[src/rtl/instr_fetch_unit.sv]
// instr_fetch_unit: prefetching instruction fetch with redirect/flush and a decode-side queue.
// Optional pop counter output fetch_cnt enabled by IFU_FETCH_STATS_EN.
module instr_fetch_unit #(
  parameter int FIFO_DEPTH = 4,
  parameter int ADDR_W = 10,
  parameter int DATA_W = 9
) (
  input  logic              clk1,
  input  logic              rst,
  output logic              imem_req,
  output logic [ADDR_W-1:0] imem_addr,
  input  logic              imem_ack,
  input  logic [DATA_W-1:0] imem_rdata,
  input  logic              redirect_valid,
  input  logic [ADDR_W-1:0] redirect_pc,
  output logic              out_valid,
  input  logic              out_ready,
  output logic [DATA_W-1:0] out_ir,
`ifdef IFU_FETCH_STATS_EN
  output logic [15:0]       fetch_cnt,
`endif
  output logic [ADDR_W-1:0] out_npc
);
  localparam int PW = $clog2(FIFO_DEPTH);
  localparam int CW = PW + 1;
  typedef enum logic [1:0] {IDLE, REQ, FLUSH} state_t;
  state_t state_q, state_d;
  logic [ADDR_W-1:0] pc_q, pc_d, flush_addr_q;
  logic [CW-1:0] count_q, count_nx;
  logic [PW-1:0] wp_q, rp_q;
  logic [DATA_W-1:0] ir_q [FIFO_DEPTH];
  logic [ADDR_W-1:0] npc_q [FIFO_DEPTH];
  logic push, pop;
  assign pop = out_valid && out_ready;
  assign push = state_q == REQ && imem_ack && !redirect_valid;
  assign count_nx = count_q + CW'(push) - CW'(pop);
  assign pc_d = redirect_valid ? redirect_pc : push ? pc_q + ADDR_W'(1) : pc_q;
  always_ff @(posedge clk1)
    if (rst) state_q <= IDLE;
    else state_q <= state_d;
  always_comb begin
    state_d = state_q;
    case (state_q)
      IDLE:    state_d = (redirect_valid || count_q < CW'(FIFO_DEPTH)) ? REQ : IDLE;
      REQ:     state_d = redirect_valid ? (imem_ack ? REQ : FLUSH)
                       : imem_ack ? (count_nx < CW'(FIFO_DEPTH) ? REQ : IDLE) : REQ;
      FLUSH:   state_d = imem_ack ? REQ : FLUSH;
      default: state_d = IDLE;
    endcase
  end
  // The stale request keeps its address in FLUSH while pc already tracks the redirect target.
  always_comb begin
    imem_req  = !rst && state_q != IDLE;
    imem_addr = state_q == FLUSH ? flush_addr_q : pc_q;
    out_valid = !rst && count_q != '0;
    out_ir    = out_valid ? ir_q[rp_q] : '0;
    out_npc   = out_valid ? npc_q[rp_q] : '0;
  end
  always_ff @(posedge clk1) begin
    if (rst) begin
      pc_q    <= '0;
      count_q <= '0;
      wp_q    <= '0;
      rp_q    <= '0;
    end else begin
      pc_q <= pc_d;
      if (state_q != FLUSH) flush_addr_q <= pc_q;
      if (redirect_valid) begin
        count_q <= '0;
        wp_q    <= '0;
        rp_q    <= '0;
      end else begin
        count_q <= count_nx;
        if (push) wp_q <= wp_q + PW'(1);
        if (pop) rp_q <= rp_q + PW'(1);
      end
    end
  end
  always_ff @(posedge clk1)
    if (push) begin
      ir_q[wp_q]  <= imem_rdata;
      npc_q[wp_q] <= pc_q + ADDR_W'(1);
    end
`ifdef IFU_FETCH_STATS_EN
  logic [15:0] fetch_cnt_q;
  always_ff @(posedge clk1)
    if (rst) fetch_cnt_q <= '0;
    else if (pop && fetch_cnt_q != 16'hFFFF) fetch_cnt_q <= fetch_cnt_q + 16'd1;
  assign fetch_cnt = fetch_cnt_q;
`endif
endmodule

[config.mk]
export PLATFORM = sky130hd
export DESIGN_NAME = instr_fetch_unit
export DESIGN_NICKNAME = d
export VERILOG_FILES = /design/src/rtl/instr_fetch_unit.sv
export SDC_FILE = /design/constraint.sdc
export NUM_CORES = 1
export LEC_CHECK = 0
export ABC_AREA = 1
export CAP_MARGIN = 25
export CORE_MARGIN = 2
export CORE_UTILIZATION = 51
export CTS_CLUSTER_DIAMETER = 100
export DETAILED_ROUTE_END_ITERATION = 8
export PLACE_DENSITY = 0.71
export REMOVE_ABC_BUFFERS = 1
export SLEW_MARGIN = 15
export SYNTH_ARGS = -nofsm -noshare
export SYNTH_HDL_FRONTEND = slang
export SYNTH_SLANG_ARGS = --single-unit
[constraint.sdc]
create_clock -name clk1 -period 4.04 [get_ports clk1]
set_input_delay 0.404 -clock clk1 [delete_from_list [all_inputs] [get_ports clk1]]
set_output_delay 0.404 -clock clk1 [all_outputs]
set_load 0.05 [all_outputs]
# Word-level counts from Yosys, hierarchy flattened

Memories as Yosys holds them, arrays and structs flattened. A register that Yosys moved wholly into a read port is not among the register bits.
Cells that the tools add are included.

Add/sub/neg operators: 5
Magnitude comparators: 2
Eq/ne operators: 3
Muxes and demuxes: 17
Bitwise logic cells: 1
Reductions and logical operators: 14

Operators by type and width:

| cell                  | number |
|---|---|
| $mux 10               | 4 |
| $mux 2                | 6 |
| $add 10x1->10 const B | 1 |
| $mux 9                | 1 |
| $lt 3x3->1 const B    | 2 |
| $pmux 2 s3            | 1 |
| $logic_and 1x1->1     | 5 |
| $mux 1                | 5 |
| $add 2x1->2 const B   | 2 |
| $reduce_bool 2->1     | 2 |
| $add 3x1->3           | 1 |
| $reduce_bool 3->1     | 1 |
| $sub 3x1->3           | 1 |
| $eq 2x1->1 const B    | 1 |
| $eq 2x2->1 const B    | 1 |
| $logic_not 1->1       | 2 |
| $logic_not 2->1       | 1 |
| $ne 2x2->1 const B    | 1 |
| $reduce_and 2->1      | 1 |
| $reduce_or 2->1       | 1 |
| $logic_or 1x1->1      | 1 |
| $not 1->1             | 1 |

Register bits after elaboration: 29
Memory bits (writable): 76
Output and inout bits: 31
Word-level logic and storage cells: 50
Memories: 2

Memory list:

| name  | depth | width | rd ports | clocked after Yosys merged registers in | write ports | RTL line | source |
|---|---|---|---|---|---|---|---|
| npc_q | 4     | 10    | 1        | 1                                       | 1           | 32       | `logic [ADDR_W-1:0] npc_q [FIFO_DEPTH];` |
| ir_q  | 4     | 9     | 1        | 1                                       | 1           | 31       | `logic [DATA_W-1:0] ir_q [FIFO_DEPTH];` |

# Depth between registers and ports, before layout

Gate-level depths: netlist (run 1).

Depth after elaboration: 10
Mapped depth: 14
Mapped depth without buffers: 14

# Worst setup path after synthesis (run 1)

No wires, ideal clock.

Path type: reg2out
Start point: register state_q[0]
End point: output imem_addr[9]
Arrival: 1.763 ns
Data required time: 3.636 ns
Slack: 1.873 ns
Cell stages (with the launch flop): 6
Buffers on the path: 1
Cells stage by stage: dfxtp_1 -> inv_2 -> nand2_1 -> inv_1 -> buf_2 -> o21ai_0

Cells in the longest elaborated chain, start to end: 2

RTL lines:

| item                   | RTL line | source |
|---|---|---|
| start, declared        | 27       | `state_t state_q, state_d;` |
| start signal, assigned | 40       | `else state_q <= state_d;` |
| $eq 2x2->1             | 54       | `imem_addr = state_q == FLUSH ? flush_addr_q : pc_q;` |
| $mux 10                | 54       |  |
| end, declared          | 11       | `output logic [ADDR_W-1:0] imem_addr,` |

No other way between the ends.

==> results of run 1 <==
[power groups by stage]
stage	logic (mW)	clock network, mW	registers, mW
after floorplan	0.106	0	1.25
after global routing	0.198	0.733	1.23
final	0.181	0.676	1.23
after global placement	0.178	0	1.25
after detailed placement	0.180	0	1.26
after CTS	0.182	0.688	1.23
[cell usage after synthesis (all sizes together) (3+ instances only)]
master	number
inv	46
edfxtp	86
dfxtp	21
a21oi	31
nand3	11
nand2	57
and2	4
o21ai	61
ha	7
clkbuf	5
buf	12
nand4	3
nor2	100
[worst max-delay path, cell delays in order, from the launching register on]
cell and delay (ps):
dfxtp_1 680, buf_4 370, nor2_1 80, nor2_1 100, o21ai_0 100, a21oi_1 190
clkdlybuf4s50_1 830
[cells in the final DEF (no fill, tap or decap), drive strengths merged]
master / synthesis / final
a211oi: 1 / 1
a21oi: 31 / 31
a31oi: 2 / 2
and2: 4 / 4
buf: 12 / 9
bufinv: 0 / 1
clkbuf: 5 / 9
clkdlybuf4s50: 0 / 54
clkinv: 0 / 2
clkinvlp: 0 / 1
dfxtp: 21 / 21
edfxtp: 86 / 86
fa: 1 / 1
ha: 7 / 7
inv: 46 / 49
nand2: 57 / 57
nand3: 11 / 11
nand4: 3 / 3
nor2: 100 / 100
o211ai: 1 / 1
o21ai: 61 / 61
o21bai: 1 / 1
xor2: 2 / 2
[area by class of cell]
cell class	count	area [µm²]	share of cell area
Inverter	46	173	0.0315
Clock inverter	7	83.8	0.0153
Multi-Input combinational cell	282	1350	0.247
Sequential cell	107	3000	0.548
Timing Repair Buffer	63	608	0.111
Clock buffer	9	124	0.0226
Tap cell	108	135	0.0247
[logic make-up (layout without fill, tap and decap cells)]
kind of cell | count (synthesis) | count (layout) | synth area share
and+or+nand+nor | 175 | 175 | 0.157
DFF | 107 | 107 | 0.649
buffers and inverters | 63 | 125 | 0.0584
AOI/OAI and AO/OA | 97 | 97 | 0.108
adders and majority gates | 8 | 8 | 0.0233
xor gates and xnor gates | 2 | 2 | 0.00379
[flip-flops by register name, indices dropped and copies added, names as in the netlist, named ones only]
register and flops:
flush_addr_q 10, ir_q 36, count_q 3, pc_q 10
rp_q 2, state_q 2, npc_q 40, wp_q 2
[layer usage]
layer / vias to the layer above / routed length, µm
li1: 1633 / -
met1: 1529 / 4090
met2: 112 / 4520
met3: 20 / 556
met4: 0 / 188
met5: - / 0
[path summary, 6_finish.rpt]
path / startpoint / endpoint / slack (ps) / cells after the start
hold / removal: rp_q[0] / rp_q[0] / 480 / 2
hold reg to reg: rp_q[0] / rp_q[0] / 480 / 2
setup reg to reg: count_q[1] / state_q[0] / 1690 / 13
setup / recovery: register / out_npc[2] / 920 / 6
==> reports/qor.txt, run 1 <==
routed vias/inst = 5.30
Max VDD drop = 0.205 mV
Max clock buf depth = 2
Sw Share = 0.244
dpl hpwl = 5910 µm
worst slew pin tran = 965 ps
die height = 99.3 µm
layout cells sized above 1 = 0.0759
Setup CP Type = register to primary output
CP Data Required Time = 3640 ps
post-route setup TNS = 0 ps
Worst Path Arrival = 2710 ps
Initial DRT Pass Iterations = 4
final antenna-violating net count = 0
Residual DRC = 0
combinational fraction of design power = 0.087
Seq cells post-synth = 107
Yosys cell types = 29
busiest grt layer = met2
postcts setup bufs = 0
IO buf count = 54
critical path fanouts, max = 24
largest net degree at the start of global routing = 39
PnR worst setup slack = 922 ps
starting density of the core = 0.528
Chip Width = 99.3 µm
DR iter-0 viols = 152
met3 Use GR = 0.0379
status = finished, final reports clean
Top FF cell, synth = edfxtp_1
utilization after layout = 0.625
Resized cells post-CTS = 0
P per Cell Area = 381 mW/mm²
sequential share of the synthesized area = 0.649
sequential fraction of design power = 0.590
post-route cell area = 0.00548 mm²
Post-Layout Cell Count = 622
syn_area_per_cell = 10.2 µm²
Root Driver = clkbuf_8
area of the mapped netlist = 0.00463 mm²
via count = 3294
final WL = 9350 µm
DP Cell Count = 606
GR Util met1 = 0.262
Post-synth EDFFs = 86
Filler Cells Inserted = 703
Post-Place Worst Slack = 1230 ps
Row Count = 34
Layout Skew = 9.80 ps
area grow syn2layout = 18.4%
fin. max-slew vios = 0
Tcrit/Tclk final = 0.772
drt wl/cell = 15.0 µm
cell taking the most area after synthesis = edfxtp_1
first-pass GRT wire length = 15500 µm
synth top area cells = edfxtp_1 (56%), dfxtp_1 (9.1%), nor2_1 (7.7%)
met2 GRT Util = 0.329
Synth top area share = 0.558
Max Freq = 0.321 GHz
Internal = 1.58 mW
crit path capture type = primary output
Clock power frac = 0.324
min-delay worst type = register to register
Area after DPL = 0.00527 mm²
die footprint = 0.00985 mm²
fin nets = 541
Clk Latency, worst-skew pair = 360 ps
antenna violations before repair = 0
vias in the first global route = 3242
Final setup viols = 0
RSZ-0062 raised after global routing = false
Core Box Area = 0.00876 mm²
hold_ws = 481 ps
leakage = 2.00 nW
H-Tree Depth = 3
CTS tree = built
total power = 2.09 mW
antenna fix cells = 0
Max-slew headroom = 0.354
Switch Pwr = 510 µW
Clock Sinks = 107
routability cong. = 0.810
Ys Warns = 0
CTS Hold Bufs = 0
CTS clk-pin slew, worst paths = 100 ps
Final Hold Vio Count = 0
max_cap viols = 0
min Tclk post-route = 3120 ps
Mapped Cells = 452
clock buffer count from CTS = 9
crit start category = register
# IOs = 55
Tot GR Track Use = 0.199
GR Overflow Total = 0
asr flop ratio synth = 0
Note: power is estimated with default switching activity, not from simulation.
==> run 2, diff against run 1 <==
--- a/config.mk
+++ b/config.mk
@@ -8,10 +8,10 @@
 export ABC_AREA = 1
 export CAP_MARGIN = 25
 export CORE_MARGIN = 2
-export CORE_UTILIZATION = 51
+export CORE_UTILIZATION = 50
 export CTS_CLUSTER_DIAMETER = 100
 export DETAILED_ROUTE_END_ITERATION = 8
-export PLACE_DENSITY = 0.71
+export PLACE_DENSITY = 0.72
 export REMOVE_ABC_BUFFERS = 1
 export SLEW_MARGIN = 15
 export SYNTH_ARGS = -nofsm -noshare
==> constraint.sdc (replaced) <==
create_clock -name clk1 -period 2.7 [get_ports clk1]
set_input_delay 0.27 -clock clk1 [delete_from_list [all_inputs] [get_ports clk1]]
set_output_delay 0.27 -clock clk1 [all_outputs]
set_load 0.05 [all_outputs]
==> run 2 against run 1 <==
Clock skew down 2.7 ps. Critical endpoint is now imem_addr[1]. Hold slack about the same. Register-to-register slack worse by 1200 ps. Final cell count up 0.96%. Clock power up 49%.
==> reports/qor.txt, run 2 (synthesis results as in run 1) <==
status = finished, final reports clean (unchanged)
drt wl/cell = 14.9 µm (was 15.0 µm)
GR Overflow Total = 0 (unchanged)
Hold Path Depth = 2 (unchanged)
final WL = 9350 µm (about the same)
met3 Use GR = 0.0432 (was 0.0379)
Row Count = 35 (was 34)
Clock Sinks = 107 (unchanged)
post-route cell area = 0.00572 mm² (was 0.00548 mm²)
antenna violations before repair = 0 (unchanged)
post-route setup TNS = 0 ps (unchanged)
die height = 100 µm (was 99.3 µm)
biggest regs = npc_q x40, ir_q x36 (unchanged)
crit path capture type = primary output (unchanged)
CTS clk-pin slew, worst paths = 90 ps (was 100 ps)
Setup CP Type = register to primary output (unchanged)
met2 GRT Util = 0.345 (was 0.329)
largest reg by FF count = npc_q (unchanged)
via count = 3236 (was 3294)
most frequent cells in the layout = nor2_1 (95), edfxtp_1 (86), o21ai_0 (56) (unchanged)
H-Tree Depth = 3 (unchanged)
IO buf count = 54 (unchanged)
routability cong. = 0.827 (was 0.810)
total power = 3.13 mW (was 2.09 mW)
crit start category = register (unchanged)
max_cap viols = 0 (unchanged)
fin. max-slew vios = 0 (unchanged)
Register Area = 0.00300 mm² (unchanged)
starting density of the core = 0.508 (was 0.528)
Max clock buf depth = 2 (unchanged)
Largest stage delay, worst path = 700 ps (was 830 ps)
utilization after layout = 0.628 (was 0.625)
Clk Latency, worst-skew pair = 360 ps (about the same)
Crit Reg-Reg Startpoint = state_q[0] (was count_q[1])
routed vias/inst = 5.15 (was 5.30)
largest net degree at the start of global routing = 39 (unchanged)
Initial DRT Pass Iterations = 5 (was 4)
Hold Path End = rp_q[0] (unchanged)
dpl hpwl = 6070 µm (was 5910 µm)
Layout Skew = 7.08 ps (was 9.80 ps)
HP Start = rp_q[0] (unchanged)
Worst Path Arrival = 2130 ps (was 2710 ps)
Residual DRC = 0 (unchanged)
footprint of the multi-input gates = 0.00135 mm² (unchanged)
Max Freq = 0.417 GHz
layout cells sized above 1 = 0.116 (was 0.0759)
Area after DPL = 0.00549 mm² (was 0.00527 mm²)
worst slew pin tran = 548 ps (was 965 ps)
area grow syn2layout = 23.6% (was 18.4%)
R2R Setup Slk = 540 ps (was 1690 ps)
FF-to-FF path depth = 13 (unchanged)
fin nets = 544 (was 541)
antenna fix cells = 0 (unchanged)
most common cell after layout, fill and taps aside = nor2_1 (unchanged)
CP dominant cell by count = nand2_1 (was nor2_1)
reg-to-reg critical path endpoint = state_q[0] (unchanged)
P per Cell Area = 547 mW/mm² (was 381 mW/mm²)
min Tclk post-route = 2400 ps
final antenna-violating net count = 0 (unchanged)
Tcrit/Tclk final = 0.889
Max VDD drop = 0.336 mV (was 0.205 mV)
clock buffer count from CTS = 9 (unchanged)
RSZ-0062 raised after global routing = false (unchanged)
Chip Width = 100 µm (was 99.3 µm)
CTS tree = built (unchanged)
critical path fanouts, max = 21 (was 24)
hold_ws = 481 ps (about the same)
Root Driver = clkbuf_8 (unchanged)
leakage = 2.24 nW (was 2.00 nW)
die footprint = 0.0100 mm² (was 0.00985 mm²)
Critical-path top delay cell = clkdlybuf4s50_1 (unchanged)
max reg flops = 40 (unchanged)
Filler Cells Inserted = 736 (was 703)
min-delay worst type = register to register (unchanged)
Core Box Area = 0.00911 mm² (was 0.00876 mm²)
CP Data Required Time = 2430 ps (was 3640 ps)
first-pass GRT wire length = 15200 µm (was 15500 µm)
busiest grt layer = met2 (unchanged)
GR Util met1 = 0.246 (was 0.262)
vias in the first global route = 3213 (was 3242)
Tot GR Track Use = 0.199 (about the same)
Max-slew headroom = 0.634 (was 0.354)
Final Hold Vio Count = 0 (unchanged)
# IOs = 55 (unchanged)
worst path cell trace = inv_2 > nand2_1 > clkinvlp_4 > nand2_1 > nand2_1 > clkdlybuf4s50_1 (was buf_4 > nor2_1 > nor2_1 > o21ai_0 > a21oi_1 > clkdlybuf4s50_1)
postcts setup bufs = 0 (unchanged)
DR iter-0 viols = 193 (was 152)
Final setup viols = 0 (unchanged)
==> run 2: per-stage QoR <==
stage	worst slack [ps]	cells
final	300	628
after global routing	125	628
after CTS	21.1	628
after detailed placement	157	612
after global placement	254	612
after floorplan	439	435
==> run 2: worst max-delay path by stage <==
| stage | from | to | slack (ps) |
|---|---|---|---|
| finish | state_q[0] | imem_addr[1] | 300 |
| global route | state_q[0] | imem_addr[1] | 120 |
| CTS | state_q[1] | imem_addr[9] | 20 |
| detailed placement | imem_ack | state_q[0] | 160 |
| global placement | imem_ack | state_q[0] | 250 |
| floorplan | register | out_ir[0] | 440 |
==> run 2: power by group <==
| group | total (mW) | switching [mW] | internal, mW |
|---|---|---|---|
| registers | 1.84 | 0.0221 | 1.82 |
| logic | 0.282 | 0.176 | 0.106 |
| clock network | 1.01 | 0.491 | 0.515 |
| total | 3.13 | 0.689 | 2.44 |
==> run 2: repair_timing <==
| item | in CTS | in global routing |
|---|---|---|
| endpoints found under the setup margin | 0 | 10 |
| hold buffers | 0 | 0 |
| resized for setup | 0 | 10 |
==> run 2: layer usage <==
metal	up-vias	share of wire
met2	98	0.50
met4	0	0.014
li1	1634	-
met1	1495	0.44
met3	9	0.048
met5	-	0
==> run 2: area by class of cell <==
class	instances	area share
tap	111	0.0243
clock inverter	6	0.0140
inverter	46	0.0308
clock buffer	10	0.0223
multi-input combinational	282	0.237
timing repair buffer	66	0.147
sequential	107	0.525
==> run 2: worst max-delay path: cells and delay by family, from the launching register on <==
family | cells | cell delay (ps)
DFF | 1 | 360
buffers and inverters | 3 | 1080
and+or+nand+nor | 3 | 340
